<file path="config.mk">
export PLATFORM = sky130hd
export DESIGN_NAME = wb_arbiter_2to1
export DESIGN_NICKNAME = d
export VERILOG_FILES = /design/src/rtl/wb_arbiter_2to1.sv
export SDC_FILE = /design/constraint.sdc
export NUM_CORES = 1
export LEC_CHECK = 0
export CAP_MARGIN = 20
export CORE_AREA = 2 2 122 124
export DETAILED_ROUTE_END_ITERATION = 7
export DIE_AREA = 0 0 124 126
export GPL_TIMING_DRIVEN = 0
export SETUP_SLACK_MARGIN = 0.2
export SLEW_MARGIN = 30
export SYNTH_ARGS = -nofsm -noshare
export SYNTH_HDL_FRONTEND = slang
export SYNTH_SLANG_ARGS = --single-unit
</file>
<file path="constraint.sdc">
create_clock -name clk -period 3.13 [get_ports clk]
set_input_delay 0.626 -clock clk [delete_from_list [all_inputs] [get_ports clk]]
set_output_delay 0.626 -clock clk [all_outputs]
set_load 0.1 [all_outputs]
</file>
<file path="src/rtl/wb_arbiter_2to1.sv">
// Two-master to one-slave Wishbone arbiter: round-robin grant locked for the
// owner's whole cyc, combinational pass-through, and a stalled-stb watchdog.
module wb_arbiter_2to1 #(
    parameter int ADDR_WIDTH     = 32,
    parameter int DATA_WIDTH     = 32,
    parameter int TIMEOUT_CYCLES = 255
) (
    input  logic                    clk,
    input  logic                    rst,
    input  logic                    s0_cyc,
    input  logic                    s0_stb,
    input  logic                    s0_we,
    input  logic [ADDR_WIDTH-1:0]   s0_adr,
    input  logic [DATA_WIDTH/8-1:0] s0_sel,
    input  logic [DATA_WIDTH-1:0]   s0_dat_mosi,
    output logic                    s0_ack,
    output logic                    s0_err,
    output logic [DATA_WIDTH-1:0]   s0_dat_miso,
    input  logic                    s1_cyc,
    input  logic                    s1_stb,
    input  logic                    s1_we,
    input  logic [ADDR_WIDTH-1:0]   s1_adr,
    input  logic [DATA_WIDTH/8-1:0] s1_sel,
    input  logic [DATA_WIDTH-1:0]   s1_dat_mosi,
    output logic                    s1_ack,
    output logic                    s1_err,
    output logic [DATA_WIDTH-1:0]   s1_dat_miso,
    output logic                    m_cyc,
    output logic                    m_stb,
    output logic                    m_we,
    output logic [ADDR_WIDTH-1:0]   m_adr,
    output logic [DATA_WIDTH/8-1:0] m_sel,
    output logic [DATA_WIDTH-1:0]   m_dat_mosi,
    input  logic                    m_ack,
    input  logic                    m_err,
    input  logic [DATA_WIDTH-1:0]   m_dat_miso
);

    localparam int SEL_WIDTH = DATA_WIDTH / 8;
    localparam int CNT_WIDTH = (TIMEOUT_CYCLES > 0) ? $clog2(TIMEOUT_CYCLES + 1) : 1;
    localparam logic                 WD_EN    = (TIMEOUT_CYCLES > 0) ? 1'b1 : 1'b0;
    localparam logic [CNT_WIDTH-1:0] CNT_LAST = CNT_WIDTH'(TIMEOUT_CYCLES - 1);

    localparam logic [1:0] ST_IDLE = 2'd0;
    localparam logic [1:0] ST_GNT0 = 2'd1;
    localparam logic [1:0] ST_GNT1 = 2'd2;

    logic [1:0]           state_r;
    logic                 last_r;
    logic [CNT_WIDTH-1:0] wd_cnt_r;

    logic                  gnt0_s;
    logic                  gnt1_s;
    logic                  sel_cyc_s;
    logic                  sel_stb_s;
    logic                  sel_we_s;
    logic [ADDR_WIDTH-1:0] sel_adr_s;
    logic [SEL_WIDTH-1:0]  sel_sel_s;
    logic [DATA_WIDTH-1:0] sel_dat_s;
    logic                  stall_s;
    logic                  timeout_s;

    assign gnt0_s = (state_r == ST_GNT0);
    assign gnt1_s = (state_r == ST_GNT1);

    // Select the owning master's request signals; nothing is driven in IDLE.
    always_comb begin
        sel_cyc_s = 1'b0;
        sel_stb_s = 1'b0;
        sel_we_s  = 1'b0;
        sel_adr_s = '0;
        sel_sel_s = '0;
        sel_dat_s = '0;
        if (gnt0_s) begin
            sel_cyc_s = s0_cyc;
            sel_stb_s = s0_stb;
            sel_we_s  = s0_we;
            sel_adr_s = s0_adr;
            sel_sel_s = s0_sel;
            sel_dat_s = s0_dat_mosi;
        end else if (gnt1_s) begin
            sel_cyc_s = s1_cyc;
            sel_stb_s = s1_stb;
            sel_we_s  = s1_we;
            sel_adr_s = s1_adr;
            sel_sel_s = s1_sel;
            sel_dat_s = s1_dat_mosi;
        end else begin
            sel_cyc_s = 1'b0;
        end
    end

    // The abort fires on the TIMEOUT_CYCLES-th consecutive stalled cycle.
    assign stall_s   = sel_stb_s & ~m_ack & ~m_err;
    assign timeout_s = WD_EN & stall_s & (wd_cnt_r == CNT_LAST);

    // Pass-through to the slave; cyc/stb are withdrawn in the abort cycle.
    always_comb begin
        m_cyc       = sel_cyc_s & ~timeout_s;
        m_stb       = sel_stb_s & ~timeout_s;
        m_we        = sel_we_s;
        m_adr       = sel_adr_s;
        m_sel       = sel_sel_s;
        m_dat_mosi  = sel_dat_s;
        s0_ack      = gnt0_s & m_ack & ~m_err;
        s0_err      = gnt0_s & (m_err | timeout_s);
        s0_dat_miso = {DATA_WIDTH{gnt0_s}} & m_dat_miso;
        s1_ack      = gnt1_s & m_ack & ~m_err;
        s1_err      = gnt1_s & (m_err | timeout_s);
        s1_dat_miso = {DATA_WIDTH{gnt1_s}} & m_dat_miso;
    end

    // Arbitration state, round-robin history and watchdog counter.
    always_ff @(posedge clk) begin
        if (rst) begin
            state_r  <= ST_IDLE;
            last_r   <= 1'b1;
            wd_cnt_r <= '0;
        end else begin
            case (state_r)
                ST_IDLE: begin
                    wd_cnt_r <= '0;
                    if (s0_cyc && s1_cyc) begin
                        state_r <= last_r ? ST_GNT0 : ST_GNT1;
                    end else if (s0_cyc) begin
                        state_r <= ST_GNT0;
                    end else if (s1_cyc) begin
                        state_r <= ST_GNT1;
                    end else begin
                        state_r <= ST_IDLE;
                    end
                end
                ST_GNT0, ST_GNT1: begin
                    if (!sel_cyc_s || timeout_s) begin
                        state_r  <= ST_IDLE;
                        last_r   <= gnt1_s;
                        wd_cnt_r <= '0;
                    end else if (stall_s && WD_EN) begin
                        wd_cnt_r <= wd_cnt_r + CNT_WIDTH'(1);
                    end else begin
                        wd_cnt_r <= '0;
                    end
                end
                default: begin
                    state_r  <= ST_IDLE;
                    wd_cnt_r <= '0;
                end
            endcase
        end
    end

endmodule

</file>
==> flow_summary_export.csv <==
group,metric,value,unit
die,dieArea,0.0156,mm²
run_status,status,"complete, no violations",
place,place_area,0.00519,mm²
cells_and_area,nFillCells,1518,
setup_path,start_kind,"flop",
clock_tree,cts_made_buffers,3,
setup_path,cp.required,2.50,ns
sta,fmax,0.351,GHz
sta,hold_viol_final,0,
grt,grt_usage,0.141,
synthesis,synth_fp_nets,416,
setup_path,r2r_slack,1.20,ns
min_path,hold_start,"wd_cnt_r[0]$_SDFF_PP0_",
grt,overflow,0,
setup_path,arrival,2.22,ns
min_path,worstHoldPathCells,1,
synthesis,synth_compound_area_frac,0.390,
setup_path,critPathLaunch,"state_r[0]$_SDFFE_PP0P_",
synthesis,syn-cell-area,0.00180,mm²
route,routed_wl,12300,µm
synthesis,synth_cell_types,32,
route,wire_per_inst,16.7,µm
sta,finalSetupViolations,0,
sta,tightestPinTransition,0.993,ns
clock_tree,cts.sinks,11,
clock_tree,htreeDepth,1,
setup_path,rr_endpoint,"last_r$_SDFFE_PP1P_",
synthesis,synth_seq_cells,11,
cells_and_area,antenna_cells,0,
pwr,p_leak,2.23,nW
pwr,p_clk_frac,0.120,
cells_and_area,layout-drive-gt1-share,0.304,
pwr,comb_power_share,0.804,
synthesis,yosys_warnings,0,
setup_path,slowest_stage,"dfxtp_1",
pwr,switching_share,0.605,
clock_tree,cts_tree,"done",
setup_path,path_delay_family,"buffers and inverters",
clock_tree,cts_hold_buf,0,
synthesis,yosysTopAreaCell,"a22o_1",
clock_tree,clockBufferDepth,2,
die,initial_core_util,0.126,
setup_path,r2r_cells,9,
setup_path,cpPeakStageDelay,0.31,ns
synthesis,synth_xor_area_frac,0.0292,
die,ioPinCount,317,
job,maxCapViolCount,0,
setup_path,worstReg2RegStart,"state_r[1]$_SDFFE_PP0P_",
route,vias_per_cell,4.15,
die,fp.dieW,124,µm
pwr,p_sw,1.17,mW
route,first_pass_iters,4,
sta,slew_headroom,0.340,
sta,slew_violations,0,
sta,fin_ws,0.281,ns
die,design.core.area,0.0143,mm²
sta,period_needed,2.85,ns
min_path,holdPathEnd,"wd_cnt_r[0]$_SDFF_PP0_",
sta,rsz0062_at_grt,"true",
place,place_ws,-0.847,ns
grt,antenna_found_initial,0,
min_path,hold_path_class,"flop to flop",
place,hpwl,10600,µm
cells_and_area,final_nets,740,
pwr,power.total,1.94,mW
pwr,power_density,382,mW/mm²
route,drtIter0Drc,68,
synthesis,synthCells,233,
synthesis,ys_top_cells_by_area,"a22o_1 (33%), and2_1 (23%), dfxtp_1 (12%)",
sta,finalCritPeriodShare,0.910,
setup_path,path_max_fanout,10,
synthesis,synth.mux.area_fraction,0.00557,
setup_path,endpoint_kind,"primary output",
route,ant_nets,0,
sta,fin_skew,0.00424,ns
setup_path,cpMostUsedCell,"buf_4",
die,rows,44,
clock_tree,cts.clk_slew.worst_paths,0.04,ns
synthesis,ys_seq_area_frac,0.122,
die,fp.dieH,126,µm
place,io_buffers,316,
setup_path,crit_type,"flop to primary output",
synthesis,synth_simple_gate_area_frac,0.344,
grt,grt_pass1_vias,3118,
clock_tree,clk_latency,0.24,ns
route,drc_errors,0,
route,dr_total_vias,3068,
grt,grt_pass1_wl,17200,µm
cells_and_area,fin_area,0.00507,mm²
setup_path,critPathBufInv,6,
synthesis,yosys.area.top_type_share,0.331,
synthesis,avgSynthCellArea,7.72,µm²
pwr,pwr-share-seq,0.076,
cells_and_area,syn_to_final_growth,182,%
pwr,intPower,0.765,mW
place,place.gp.congestion,0.810,
clock_tree,root_buffer,"clkbuf_16",
synthesis,synth_top_family_by_area,"compound AO/OA/AOI/OAI gates",
synthesis,synthAdderAreaFrac,0.0348,
grt,grt_max_degree,11,
pwr,ir_worst_vdd,0.441,mV
sta,fin_tns_setup,0,ns
setup_path,path_cells,"inv_1, ha_1, buf_4, nor2b_1, buf_2, buf_4, clkbuf_4, a22o_1, buf_6",
[worst reg2reg max path: cells and delay by family, from the launching register on]
family,cells,cell delay (ns)
adder cells (fa/ha/maj),1,0.19
AND/OR/NAND/NOR,1,0.18
buffers and inverters,4,0.53
multiplexers,1,0.12
flip-flops,1,0.32
AO/OA/AOI/OAI,2,0.46
[layout by cell type (no fill, tap or decap), types with 2 or more instances in the layout]
master,netlist,routed
and3b_1,3,3
clkdlybuf4s18_2,0,10
nand3_1,4,4
buf_4,1,24
clkdlybuf4s15_2,0,14
dlygate4sd2_1,0,4
clkbuf_2,0,4
xor2_1,3,3
nor2_2,8,8
and2_1,65,65
nand2_1,6,6
o41ai_1,2,2
o21ai_1,1,2
buf_6,2,18
clkbuf_4,0,40
inv_1,3,3
ha_1,5,5
clkdlybuf4s50_1,0,177
dfxtp_1,11,11
xnor2_1,3,3
nor2_1,7,7
o21a_1,2,2
nor2b_1,2,2
o21ai_0,3,2
buf_2,7,37
clkbuf_1,15,11
buf_8,0,6
clkbuf_16,0,3
a22o_1,68,68
[sequential cells by signal, summed over array words and instances, names as in the netlist]
register	flops
wd_cnt_r	8
state_r	2
last_r	1
[through the flow]
step,hold slack [ns],instances,util
finish,0.467,740,0.354
global route,0.504,740,0.354
CTS,0.469,740,0.348
detailed placement,0.454,733,0.363
global placement,0.451,733,0.363
floorplan,0.439,233,-
[Yosys cell counts (all sizes together)]
cell / count
nand4: 1
o21a: 2
and3: 1
xor2: 3
o21ai: 5
a22o: 68
inv: 3
a2111oi: 1
mux2i: 1
clkbuf: 15
or4b: 1
nor2b: 2
and2: 65
nand3: 4
dfxtp: 11
a21oi: 2
o41ai: 2
or2: 1
a211oi: 1
xnor2: 3
nor2: 15
and3b: 3
nor3: 1
nand2: 6
nand3b: 1
buf: 10
ha: 5
[cells by family after synthesis]
logic type / after synthesis
AO/OA/AOI/OAI: 81
AND/OR/NAND/NOR: 101
flip-flops: 11
XOR/XNOR: 6
multiplexers: 1
adder cells (fa/ha/maj): 5
buffers and inverters: 28
[worst max-delay path by stage]
stage	cells after the start	slack, ns	endpoint
after CTS	7	0.20	s0_dat_miso[22]
after floorplan	5	0.25	m_adr[30]
final	9	0.28	m_adr[11]
after detailed placement	5	-0.85	s0_err
after global placement	5	-0.81	s0_err
after global routing	9	0.11	m_adr[11]
[timing repair]
action | CTS | global route
setup buffers | 3 | 0
endpoints found under the hold margin | 0 | 0
gates resized for setup | 651 | 119
cloned | 0 | 0
setup endpoints to repair | 139 | 110
pin swaps | 1 | 0
[power groups by stage]
stage	clock network, mW	registers [mW]	logic, mW
floorplan	0	0.150	1.09
global placement	0	0.150	1.58
detailed placement	0	0.150	1.59
CTS	0.239	0.148	1.53
global route	0.249	0.148	1.61
finish	0.232	0.148	1.56
[per-layer routing]
layer  up-vias  wire (µm)  track usage
met2       142       6480        0.272
met4         0         82       0.0126
li1       1497          -            -
met3         6       1010       0.0272
met5         -          0            0
met1      1423       4760        0.162
[layout make-up]
type | instances | area (µm²) | area share
repair buffers | 319 | 2950 | 0.581
multi-input cells | 194 | 1450 | 0.286
well taps | 184 | 230 | 0.0454
flip-flops and latches | 11 | 220 | 0.0434
plain buffers | 25 | 135 | 0.0267
clock buffers | 4 | 78.8 | 0.0155
inverters | 3 | 11.3 | 0.00222
Note: power is estimated with default switching activity, not from simulation.
